File: config.mk
export PLATFORM = sky130hd
export DESIGN_NAME = hazard_scoreboard
export DESIGN_NICKNAME = d
export VERILOG_FILES = /design/src/rtl/hazard_pkg.sv /design/src/rtl/hs_entry.sv /design/src/rtl/hazard_scoreboard.sv
export SDC_FILE = /design/constraint.sdc
export NUM_CORES = 1
export LEC_CHECK = 0
export ABC_AREA = 0
export BUFFER_PORTS_ARGS = -buffer_cell sky130_fd_sc_hd__buf_4
export CORE_UTILIZATION = 40
export CTS_CLUSTER_DIAMETER = 100
export CTS_CLUSTER_SIZE = 20
export DETAILED_ROUTE_END_ITERATION = 8
export PLACE_DENSITY_LB_ADDON = 0.05
export SLEW_MARGIN = 0
export SYNTH_ARGS = -nofsm -noshare
export SYNTH_HDL_FRONTEND = slang
export SYNTH_HIERARCHICAL = 1
export SYNTH_SLANG_ARGS = --single-unit
export TNS_END_PERCENT = 1
File: constraint.sdc
create_clock -name clk -period 19.7 [get_ports clk]
set_input_delay 3.94 -clock clk [delete_from_list [all_inputs] [get_ports clk]]
set_output_delay 3.94 -clock clk [all_outputs]
set_load 0.01 [all_outputs]
File: src/rtl/hazard_pkg.sv
// Shared types and width helpers for the scoreboard hazard unit.
package hazard_pkg;

  // Operand source encoding; values above FWD_RF name the stage after issue.
  typedef enum logic [1:0] {
    FWD_RF = 2'd0,
    FWD_X  = 2'd1,
    FWD_M  = 2'd2,
    FWD_W  = 2'd3
  } fwd_sel_e;

  // Width of a forward-select field able to encode 0..fwd_stg.
  function automatic int unsigned sel_w(input int unsigned fwd_stg);
    return $clog2(fwd_stg + 1);
  endfunction

  // Width of the producer-latency field able to encode 0..max_lat.
  function automatic int unsigned lat_w(input int unsigned max_lat);
    return $clog2(max_lat + 1);
  endfunction

endpackage

File: src/rtl/hs_entry.sv
// One scoreboard entry: valid/age/remaining-latency for a single register.
module hs_entry
  import hazard_pkg::*;
#(
  parameter int unsigned LAT_W   = 3,
  parameter int unsigned AGE_W   = 2,
  parameter int unsigned FWD_STG = 3
) (
  input  logic             clk,
  input  logic             rst_n,
  input  logic             issue_hit,
  input  logic [LAT_W-1:0] issue_cnt,
  input  logic             advance,
  input  logic             flush,
  output logic             valid,
  output logic [AGE_W-1:0] age,
  output logic [LAT_W-1:0] cnt,
  output logic             valid_nxt_c
);

  logic [AGE_W-1:0] age_nxt;
  logic [LAT_W-1:0] cnt_nxt;

  // Entry state register.
  always_ff @(posedge clk or negedge rst_n) begin
    if (!rst_n) begin
      valid <= 1'b0;
      age   <= '0;
      cnt   <= '0;
    end else begin
      valid <= valid_nxt_c;
      age   <= age_nxt;
      cnt   <= cnt_nxt;
    end
  end

  // New issue overwrites; else flush kills age-1, advance ages/retires, freeze holds.
  always_comb begin
    valid_nxt_c = valid;
    age_nxt     = age;
    cnt_nxt     = cnt;
    if (issue_hit) begin
      valid_nxt_c = 1'b1;
      age_nxt     = AGE_W'(1);
      cnt_nxt     = issue_cnt;
    end else if (valid) begin
      if (flush && (age == AGE_W'(1))) begin
        valid_nxt_c = 1'b0;
      end else if (advance) begin
        if (age == AGE_W'(FWD_STG)) begin
          valid_nxt_c = 1'b0;
        end else begin
          age_nxt = age + AGE_W'(1);
          if (cnt != '0) cnt_nxt = cnt - LAT_W'(1);
        end
      end
    end
  end

endmodule

File: src/rtl/hazard_scoreboard.sv
// Scoreboard hazard unit: tracks in-flight writes, resolves D-stage operand sources.
module hazard_scoreboard
  import hazard_pkg::*;
#(
  parameter int unsigned REG_W     = 5,
  parameter int unsigned NUM_RD    = 2,
  parameter int unsigned MAX_LAT   = 4,
  parameter int unsigned FWD_STG   = 3,
  parameter int unsigned REG0_ZERO = 1
) (
  input  logic                                  clk,
  input  logic                                  rst_n,
  input  logic                                  issue_valid,
  input  logic                                  issue_wen,
  input  logic [REG_W-1:0]                      issue_rd,
  input  logic [lat_w(MAX_LAT)-1:0]             issue_lat,
  input  logic [NUM_RD*REG_W-1:0]               d_rs,
  input  logic [NUM_RD-1:0]                     d_rs_used,
  input  logic                                  mem_ready,
  input  logic                                  flush,
  output logic                                  stall_o,
  output logic [NUM_RD*sel_w(FWD_STG)-1:0]      fwd_sel,
  output logic [REG_W:0]                        pending_cnt
);

  localparam int unsigned LAT_W   = lat_w(MAX_LAT);
  localparam int unsigned SEL_W   = sel_w(FWD_STG);
  localparam int unsigned NUM_ENT = 2 ** REG_W;
  localparam int unsigned CNT_W   = REG_W + 1;

  logic               issue_fire_c;
  logic [LAT_W-1:0]   issue_cnt_c;
  logic [NUM_ENT-1:0] ent_valid;
  logic [NUM_ENT-1:0] ent_valid_nxt_c;
  logic [SEL_W-1:0]   ent_age [NUM_ENT];
  logic [LAT_W-1:0]   ent_cnt [NUM_ENT];
  logic [NUM_RD-1:0]  hazard_c;
  logic [CNT_W-1:0]   pending_nxt_c;

  // Issue qualification; register 0 is never tracked when hardwired zero.
  always_comb begin
    issue_fire_c = issue_valid & issue_wen & ~stall_o & mem_ready & ~flush;
    if ((REG0_ZERO != 0) && (issue_rd == '0)) issue_fire_c = 1'b0;
    issue_cnt_c = (issue_lat == '0) ? '0 : issue_lat - LAT_W'(1);
  end

  for (genvar g = 0; g < NUM_ENT; g++) begin : g_ent
    hs_entry #(
      .LAT_W   (LAT_W),
      .AGE_W   (SEL_W),
      .FWD_STG (FWD_STG)
    ) u_entry (
      .clk         (clk),
      .rst_n       (rst_n),
      .issue_hit   (issue_fire_c && (issue_rd == REG_W'(g))),
      .issue_cnt   (issue_cnt_c),
      .advance     (mem_ready),
      .flush       (flush),
      .valid       (ent_valid[g]),
      .age         (ent_age[g]),
      .cnt         (ent_cnt[g]),
      .valid_nxt_c (ent_valid_nxt_c[g])
    );
  end

  // Per-port lookup against current entry state: RF, forward stage, or hazard.
  always_comb begin
    logic [REG_W-1:0] rs;
    fwd_sel  = '0;
    hazard_c = '0;
    rs       = '0;
    for (int i = 0; i < NUM_RD; i++) begin
      rs = d_rs[i*REG_W +: REG_W];
      fwd_sel[i*SEL_W +: SEL_W] = SEL_W'(FWD_RF);
      if (d_rs_used[i] && ent_valid[rs] && !((REG0_ZERO != 0) && (rs == '0))) begin
        if (ent_cnt[rs] == '0) fwd_sel[i*SEL_W +: SEL_W] = ent_age[rs];
        else                   hazard_c[i] = 1'b1;
      end
    end
  end

  assign stall_o = issue_valid & (|hazard_c);

  // Population count of entries valid after the coming edge.
  always_comb begin
    pending_nxt_c = '0;
    for (int e = 0; e < NUM_ENT; e++) begin
      pending_nxt_c = pending_nxt_c + CNT_W'(ent_valid_nxt_c[e]);
    end
  end

  // Registered pending count.
  always_ff @(posedge clk or negedge rst_n) begin
    if (!rst_n) pending_cnt <= '0;
    else        pending_cnt <= pending_nxt_c;
  end

endmodule
# Word level (Yosys, flattened, before mapping)
# Cells that the tools add are included.
[word_totals]
wordCells = 1172
register_bits = 198
out_inout_bits = 11
input_bits = 26
[classes]
n_bitwise = 9
reduce_logical = 269
n_mux = 538
n_eq_ne = 159
n_addsub = 96
order_cmp = 4
[op_table]
columns = ["cell", "count"]
rows = [
  ["$mux 3", 197],
  ["$mux 2", 168],
  ["$reduce_bool 2->1", 96],
  ["$mux 1", 167],
  ["$reduce_and 5->1", 32],
  ["$add 6x1->6", 26],
  ["$ne 2x1->1 const B", 64],
  ["$reduce_and 4->1", 32],
  ["$sub 3x1->3 const B", 33],
  ["$reduce_bool 3->1", 32],
  ["$eq 5x5->1 const B", 16],
  ["$logic_and 1x1->1", 68],
  ["$add 2x1->2 const B", 32],
  ["$eq 2x1->1 const B", 32],
  ["$eq 2x2->1 const B", 32],
  ["$eq 5x4->1 const B", 8],
  ["$bmux 3 s5", 2],
  ["$bmux 2 s5", 2],
  ["$eq 5x3->1 const B", 4],
  ["$logic_not 5->1", 3],
  ["$ge 6x6->1 const B", 2],
  ["$lt 5x6->1 const B", 2],
  ["$not 5->6", 2],
  ["$bmux 1 s5", 2],
  ["12 further kinds", 21],
]

# Depth between registers and ports, before layout
# Gate-level depths: netlist (run 1).
[depth]
depth_word = 47
ltp_mapped = 29

# Hierarchy
# The synthesis (run 1) kept the hierarchy.
[modules_own_cells]
columns = ["mod", "area_each_um2", "instances", "cells_each"]
rows = [
  ["hs_entry (g_ent[10].u_entry ...)", 410.4, 31, 38],
  ["hazard_scoreboard", 4113.9, 1, 429],
  ["hs_entry (g_ent[0].u_entry)", 399.1, 1, 41],
]

# Worst setup path before layout (run 1)
# OpenSTA, ideal clock, no wires.
[synth_path]
kind = "input to register"
start = "input d_rs[0]"
end = "register pending_cnt[4]"
arrival_ps = 10130
slack_ps = 9490
path_buffers = 3
path_stages = 24
required_time_ps = 19620
cell_sequence = "buf_6 > mux4_2 > o211a_1 > or4_4 > a21oi_4 > buf_6 > nor3_1 > buf_2 > a21o_1 > fa_1 > inv_1 > fa_1 > inv_1 > fa_1 > inv_1 > fa_1 > fa_1 > fa_1 > inv_1 > ha_1 > fa_1 > a21o_1 > a21oi_1 > xnor2_1"
[synth_between]
elab_cells_between_ends = 115
cone_classes = "add/sub: 31; mux: 40; bitwise: 6; reduce/logical: 38"
[synth_rtl]
columns = ["element", "line_no", "rtl"]
rows = [
  ["start, declared", "hazard_scoreboard.sv:17", "input logic [NUM_RD*REG_W-1:0] d_rs,"],
  ["$not 5->6 (not written as such)", "hazard_scoreboard.sv:76", "if (ent_cnt[rs] == '0) fwd_sel[i*SEL_W +: SEL_W] = ent_age[rs];"],
  ["$bmux 3 s5", "hazard_scoreboard.sv:76", ""],
  ["$mux 3 (not written as such) (2 in series)", "hazard_scoreboard.sv:76", ""],
  ["$logic_not 3->1", "hazard_scoreboard.sv:76", ""],
  ["$mux 1", "hazard_scoreboard.sv:76", ""],
  ["$mux 1 *", "hazard_scoreboard.sv:75", "if (d_rs_used[i] && ent_valid[rs] && !((REG0_ZERO != 0) && (rs == '0))) begin"],
  ["$reduce_or 2->1 *", "hazard_scoreboard.sv:82", "assign stall_o = issue_valid & (|hazard_c);"],
  ["$and 1x1->1 *", "hazard_scoreboard.sv:82", ""],
  ["$not 1->1 *", "hazard_scoreboard.sv:42", "issue_fire_c = issue_valid & issue_wen & ~stall_o & mem_ready & ~flush;"],
  ["$and 1x1->1 * (3 in series)", "hazard_scoreboard.sv:42", ""],
  ["$mux 1 *", "hazard_scoreboard.sv:43", "if ((REG0_ZERO != 0) && (issue_rd == '0)) issue_fire_c = 1'b0;"],
  ["$logic_and 1x1->1 *", "hazard_scoreboard.sv:55", ".issue_hit (issue_fire_c && (issue_rd == REG_W'(g))),"],
  ["$mux 1 *", "hs_entry.sv:42", "if (issue_hit) begin"],
  ["net ent_valid_nxt_c[17]", "hazard_scoreboard.sv:34", "logic [NUM_ENT-1:0] ent_valid_nxt_c;"],
  ["$add 6x1->6 * (15 in series)", "hazard_scoreboard.sv:88", "pending_nxt_c = pending_nxt_c + CNT_W'(ent_valid_nxt_c[e]);"],
  ["net pending_nxt_c[4]", "hazard_scoreboard.sv:38", "logic [CNT_W-1:0] pending_nxt_c;"],
  ["end signal, assigned", "hazard_scoreboard.sv:95", "else pending_cnt <= pending_nxt_c;"],
  ["end, declared", "hazard_scoreboard.sv:23", "output logic [REG_W:0] pending_cnt"],
]
# The timed path passes the listed nets; every way through them passes the cells marked *. The select of a mux whose other input is x is not followed.
# A chain may end at the register's enable or synchronous reset.

# Final worst setup path (run 1)
[layout_path]
start = "input d_rs[6]"
end = "register pending_cnt[4]"
[layout_between]
elab_cells_between_ends = 115
cone_classes = "add/sub: 31; mux: 40; bitwise: 6; reduce/logical: 38"
[layout_rtl]
columns = ["element", "line_no"]
rows = [
  ["$not 5->6 (not written as such)", "hazard_scoreboard.sv:76"],
  ["$bmux 3 s5", "hazard_scoreboard.sv:76"],
  ["$mux 3 (not written as such) (2 in series)", "hazard_scoreboard.sv:76"],
  ["$logic_not 3->1", "hazard_scoreboard.sv:76"],
  ["$mux 1", "hazard_scoreboard.sv:76"],
  ["$mux 1 *", "hazard_scoreboard.sv:75"],
  ["$reduce_or 2->1 *", "hazard_scoreboard.sv:82"],
  ["$and 1x1->1 *", "hazard_scoreboard.sv:82"],
  ["$not 1->1 *", "hazard_scoreboard.sv:42"],
  ["$and 1x1->1 * (3 in series)", "hazard_scoreboard.sv:42"],
  ["$mux 1 *", "hazard_scoreboard.sv:43"],
  ["$logic_and 1x1->1 *", "hazard_scoreboard.sv:55"],
  ["$mux 1 *", "hs_entry.sv:42"],
  ["net ent_valid_nxt_c[25]", "hazard_scoreboard.sv:34"],
  ["$add 6x1->6 * (7 in series)", "hazard_scoreboard.sv:88"],
  ["net pending_nxt_c[4]", "hazard_scoreboard.sv:38"],
]
# Marks and branches as above.

==> flow_summary.ini, run 1 <==
[synthesis]
yosys.area.top_type = dfrtp_1
syn-cell-area_mm2 = 0.01724
yosysTopAreaCellShare = 0.2875
synth_seq_area_share = 0.2875
synth_cells = 1648
async_flop_share = 1.000
syn_area_per_cell_um2 = 10.46
ys_types = 71
yosys-top-cells-area = dfrtp_1 (29%), ha_1 (9.9%), mux4_2 (8.1%)
synth_edf_count = 0
yosys_warnings = 6
yosys_register_bits = 198
synth_ff_type = dfrtp_1

[timing]
skew_ns = 0.01258
rsz0062_at_grt = no
post-route-min-period_ns = 11.37
whs_ns = 0.6423
timing.final.max_slew_violations = 0
slew_headroom = 0.1742
period_share = 0.5772
fin_setup_tns_ns = 0
hold_violations = 0
fmax_ghz = 0.08795
setup_viol = 0
worst_slew_pin_slew_ns = 1.229

[cts]
root_buffer = clkbuf_16
numClockSinks = 198
cts_tree = built
htree_levels = 4
clk_pin_slew_ns = 0.08
cts_hold_buf = 0
cts_inserted_buffers = 17
clk_latency_ns = 0.51
post_cts_buffers = 0
cts_buffer_depth = 2
cts_resized = 0

[global_routing]
grt_pass1_wl_mm = 79.92
grt_antenna_before_repair = 0
grt_pass1_vias = 12480
grt-ovfl-total = 0
grt_use_total = 0.2457
grt_max_degree = 101

[detailed_routing]
wirelength_mm = 51.95
drcViolationCount = 0
wl_per_cell_um = 23.71
vias_per_cell = 6.010
drt_iter0_drc = 1073
firstDrtPassIters = 5
vias = 13170
final_antenna_net_count = 0

[pwr]
intPower_mw = 1.106
combinationalPowerShare = 0.428
pwr-share-seq = 0.391
pwr-share-clk = 0.181
power_mw = 1.948
power.density_mw_per_mm2 = 106.5
leakagePower_nw = 8.380
power_switching_uw = 841.3
ir_drop_uv = 48.75
switching_share = 0.4319

[critical_path]
end_kind = register
arrival_ns = 11.81
cp.required_ns = 20.14
cp-start-kind = input port
path_class = input port to register
r2r_slack_ns = 11.94
critical_path.max_fanout = 53

[floorplan]
ios = 37
core_mm2 = 0.04223
fp.dieH_um = 209.6
die-area_mm2 = 0.04392
start_util = 0.4081
rows = 75
die_w_um = 209.6

[finish]
areaGrowthSynthToFinish_pct = 6.105
layout.nets = 1826
drive_gt1_frac = 0.2222
stdcell_count = 2191
insertedDiodeCount = 0

[placement]
numPortBuffers = 36
dp.cells = 2159
routabilityCongestion = 0.8952
hpwl_mm = 37.69

[flow_run]
drv_cap = 0

[status]
status = completed

[min_path]
hp-class = register to register
[cells in the mapped netlist, types with 5 or more instances]
cell and number:
and3_4 31, nor2b_4 32, o21bai_1 32, inv_1 175, buf_2 50, nor2_1 92, nand3_1 35, and3_2 32
a21o_1 34, nand2_1 105, a311oi_1 95, o21ai_0 6, fa_1 24, a21oi_1 79, a311o_2 31, a21boi_4 31
dfrtp_1 198, mux2i_1 17, buf_1 5, nor4_1 13, nor2b_1 5, nor4b_1 5, buf_6 39, mux4_1 6
nand2b_4 31, nor3_1 87, a221o_1 62, nand4_1 34, mux4_2 62, ha_1 137
[cell families (layout without fill, tap and decap cells)]
kind of cell / after synthesis / count (layout) / share of synthesized area
fa+ha+maj: 161 / 161 / 0.1273
mux: 85 / 85 / 0.1000
compound gates: 403 / 403 / 0.2088
buf+inv: 276 / 279 / 0.08145
other cells: 1 / 2 / 0.0002176
flops: 198 / 198 / 0.2875
xor+xnor: 3 / 3 / 0.001525
simple gates: 521 / 521 / 0.1932
[placed cells by master (no fill, tap or decap), types with 3 or more instances in the layout]
master | Yosys | routed
and3_4 | 31 | 31
a211oi_1 | 4 | 4
buf_4 | 3 | 69
ha_1 | 137 | 136
o21ai_0 | 6 | 5
a21boi_4 | 31 | 32
a221o_1 | 62 | 62
mux2i_1 | 17 | 17
inv_6 | 0 | 4
nor4b_1 | 5 | 5
nor4_1 | 13 | 13
clkinv_2 | 0 | 3
nand3_1 | 35 | 35
nand2b_1 | 3 | 3
nor2b_1 | 5 | 5
nor3_1 | 87 | 86
nor2b_4 | 32 | 32
clkinv_4 | 0 | 4
dfrtp_1 | 198 | 198
nor3b_1 | 4 | 4
a311o_2 | 31 | 31
mux4_2 | 62 | 62
nand2_1 | 105 | 105
nor3_2 | 3 | 4
nor2_1 | 92 | 91
fa_1 | 24 | 24
clkbuf_16 | 0 | 17
a21o_1 | 34 | 34
a21oi_1 | 79 | 79
nand2b_4 | 31 | 31
o21bai_1 | 32 | 32
nand4_1 | 34 | 34
inv_1 | 175 | 175
o21a_1 | 3 | 3
mux4_1 | 6 | 6
and3_2 | 32 | 32
a311oi_1 | 95 | 95
[path summary, 6_finish.rpt]
path                       cells past startpoint                                 from                                    to
max                                           24                              d_rs[6]              pending_cnt[4]$_DFF_PN0_
min                                            2  g_ent[1].u_entry/age[0]$_DFFE_PN0P_   g_ent[1].u_entry/age[0]$_DFFE_PN0P_
max reg2reg                                   24  g_ent[3].u_entry/cnt[2]$_DFFE_PN0P_              pending_cnt[4]$_DFF_PN0_
min reg2reg                                    2  g_ent[1].u_entry/age[0]$_DFFE_PN0P_   g_ent[1].u_entry/age[0]$_DFFE_PN0P_
max in group asynchronous                      3                                rst_n  g_ent[14].u_entry/age[0]$_DFFE_PN0P_
min in group asynchronous                      1                                rst_n  g_ent[26].u_entry/age[1]$_DFFE_PN0P_
[stage by stage]
| stage | area, um^2 | util | setup WS (ns) |
|---|---|---|---|
| 5_1_grt | 18290 | 0.4331 | 8.104 |
| 2_1_floorplan | 17240 | - | 9.490 |
| 6_report | 18290 | 0.4331 | 8.330 |
| 3_5_place_dp | 17740 | 0.4201 | 7.977 |
| 4_1_cts | 18280 | 0.4329 | 8.527 |
| 3_3_place_gp | 17740 | 0.4201 | 7.978 |
[layout make-up]
| class | count | area [um^2] |
|---|---|---|
| fill | 3977 | 23940 |
| clock buffer | 19 | 442.9 |
| clock inverter | 13 | 100.1 |
| inverter | 177 | 664.4 |
| sequential | 198 | 4955 |
| tap | 539 | 674.4 |
| multi-input combinational | 1175 | 10920 |
| timing repair buffer | 70 | 533.0 |
[state kept, by name, indices dropped and copies added (netlist names)]
register	flops
g_ent.u_entry/age	64
g_ent.u_entry/cnt	96
g_ent.u_entry/valid	32
pending_cnt	6
[per-layer routing]
metal	track usage	routed length, um	up-vias
met1	0.3556	25160	6610
li1	-	-	6164
met3	0.05881	2951	58
met2	0.3598	22630	337
met5	0	0	-
met4	0.07803	1215	0
[critical path: stages]
cell and delay, ns:
buf_4 0.57, mux4_2 0.61, a2111oi_0 0.89, o21ai_1 0.37, a21boi_4 0.23, buf_4 0.34, nor3_1 0.17, buf_4 0.21
a21o_1 0.18, inv_1 0.12, fa_1 0.50, fa_1 0.51, inv_1 0.05, fa_1 0.47, inv_1 0.05, fa_1 0.46
fa_1 0.48, fa_1 0.49, inv_1 0.04, ha_1 0.19, fa_1 0.41, a21o_1 0.19, a21oi_1 0.16, xnor2_1 0.13
[power groups by stage]
stage | Clock (mW) | Combinational (mW) | Sequential (mW)
final | 0.352 | 0.834 | 0.761
after floorplan | 0 | 0.686 | 0.670
after detailed placement | 0 | 0.828 | 0.765
after CTS | 0.366 | 0.832 | 0.760
after global placement | 0 | 0.812 | 0.768
after global routing | 0.380 | 0.935 | 0.787
(Power assumes the default switching activity.)
==> inputs of run 2 (changes only) <==
==> constraint.sdc (replaced) <==
create_clock -name clk -period 9.8 [get_ports clk]
set_input_delay 1.96 -clock clk [delete_from_list [all_inputs] [get_ports clk]]
set_output_delay 1.96 -clock clk [all_outputs]
set_load 0.01 [all_outputs]
==> run 2 against run 1 <==
Effect of this change: global-route usage rose by 0.083 points; worst hold slack better by 0.0015 ns; register-to-register slack got worse by 9.6 ns; final cell count grew 0.64%; critical endpoint unchanged; largest cell class unchanged.
==> flow_summary.ini, run 2 (synthesized netlist as in run 1, its figures left out) <==
[finish]
largest_reg_flops = 96
layout.nets = 1840
insertedDiodeCount = 0
fillers = 4017
top_register = g_ent.u_entry/cnt
areaGrowthSynthToFinish_pct = 7.209
final_common_cell = dfrtp_1
top_regs = g_ent.u_entry/cnt: 96 flops, g_ent.u_entry/age: 64 flops, g_ent.u_entry/valid: 32 flops
final_cell_mix = dfrtp_1 (198), inv_1 (175), ha_1 (136)
drive_gt1_frac = 0.2281

[timing]
period_share = 0.8946
rsz0062_at_grt = no
worst_slew_pin_slew_ns = 1.050
fin_setup_tns_ns = 0
hold_violations = 0
whs_ns = 0.6438
skew_ns = 0.009283
slew_headroom = 0.2984
fmax_ghz = 0.1141
timing.final.max_slew_violations = 0
fin_ws_ns = 1.033
post-route-min-period_ns = 8.767
setup_viol = 0

[floorplan]
die_w_um = 209.6
core_mm2 = 0.04223
rows = 75
fp.dieH_um = 209.6
ios = 37
die-area_mm2 = 0.04392
start_util = 0.4081

[global_routing]
grt_use_total = 0.2465
grt_antenna_before_repair = 2
grt-ovfl-total = 0
grt_pass1_vias = 12910
grt_max_degree = 95
grt_pass1_wl_mm = 80.62

[cts]
clk_pin_slew_ns = 0.08
htree_levels = 4
cts_tree = built
numClockSinks = 198
cts_inserted_buffers = 17
cts_buffer_depth = 2
clk_latency_ns = 0.49
root_buffer = clkbuf_16
post_cts_buffers = 0
cts_resized = 0
cts_hold_buf = 0

[placement]
routabilityCongestion = 0.9032
place_ws_ns = 0.5183
hpwl_mm = 38.36
numPortBuffers = 36

[detailed_routing]
wirelength_mm = 52.37
drcViolationCount = 0
wl_per_cell_um = 23.75
drt_iter0_drc = 1088
vias_per_cell = 6.030
vias = 13300
firstDrtPassIters = 5
final_antenna_net_count = 0

[pwr]
power.density_mw_per_mm2 = 217.4
ir_drop_uv = 96.60
leakagePower_nw = 8.489

[critical_path]
end_kind = register
cp-start-kind = input port
arrival_ns = 9.19
path_class = input port to register
cp.required_ns = 10.22
critical_path.max_fanout = 27

[min_path]
hp-class = register to register

[flow_run]
drv_cap = 0

[status]
status = completed
[run 2: area by class of cell]
| cell class | instances | area [um^2] | share of cell area |
|---|---|---|---|
| sequential | 198 | 4955 | 0.2681 |
| clock inverter | 12 | 176.4 | 0.009548 |
| timing repair buffer | 84 | 638.1 | 0.03453 |
| inverter | 177 | 664.4 | 0.03596 |
| tap | 539 | 674.4 | 0.03650 |
| clock buffer | 20 | 456.7 | 0.02472 |
| multi-input combinational | 1175 | 10910 | 0.5906 |
[run 2: final timing paths]
path,from,endpoint,cells after the start,slack [ns]
worst max-delay path,d_rs[5],pending_cnt[4]$_DFF_PN0_,22,1.03
worst min-delay path,g_ent[9].u_entry/age[0]$_DFFE_PN0P_,g_ent[9].u_entry/age[0]$_DFFE_PN0P_,2,0.64
worst max register to register,g_ent[3].u_entry/cnt[2]$_DFFE_PN0P_,pending_cnt[4]$_DFF_PN0_,22,2.30
worst min register to register,g_ent[9].u_entry/age[0]$_DFFE_PN0P_,g_ent[9].u_entry/age[0]$_DFFE_PN0P_,2,0.64
max in group asynchronous,rst_n,g_ent[1].u_entry/cnt[2]$_DFFE_PN0P_,2,6.95
min in group asynchronous,rst_n,g_ent[24].u_entry/cnt[0]$_DFFE_PN0P_,1,1.48
[run 2: per-stage QoR]
step | utilization | instances | area, um^2 | total power, mW
4_1_cts | 0.4376 | 2205 | 18480 | 4.036
5_1_grt | 0.4376 | 2205 | 18480 | 4.321
6_report | 0.4376 | 2205 | 18480 | 4.016
3_3_place_gp | 0.4226 | 2173 | 17840 | 3.176
3_5_place_dp | 0.4226 | 2173 | 17840 | 3.206
2_1_floorplan | - | 1649 | 17240 | 2.727
[run 2: power breakdown]
| group | total (mW) | leakage, nW | switching, mW | internal, mW |
|---|---|---|---|---|
| Combinational | 1.69 | 5.86 | 0.893 | 0.798 |
| Clock | 0.800 | 0.306 | 0.360 | 0.440 |
| Sequential | 1.52 | 2.32 | 0.427 | 1.10 |
[run 2: routing by layer]
| metal | vias up | GRT usage | part of all wire |
|---|---|---|---|
| li1 | 6187 | - | - |
| met1 | 6736 | 0.3524 | 0.48 |
| met2 | 315 | 0.3707 | 0.44 |
| met3 | 56 | 0.04564 | 0.055 |
| met4 | 2 | 0.09036 | 0.024 |
| met5 | - | 0 | 0.00025 |
[run 2: worst max-delay path, cell delays in order]
cell	delay [ns]
buf_4	0.44
mux4_2	0.38
a2111oi_0	0.61
o21ai_1	0.30
a21boi_4	0.43
buf_4	0.31
nor3_1	0.10
buf_4	0.22
a21o_1	0.19
fa_1	0.57
fa_1	0.53
inv_1	0.05
fa_1	0.46
fa_1	0.55
fa_1	0.44
fa_1	0.49
inv_1	0.04
ha_1	0.21
fa_1	0.41
a21o_1	0.19
a21oi_1	0.17
xnor2_1	0.13
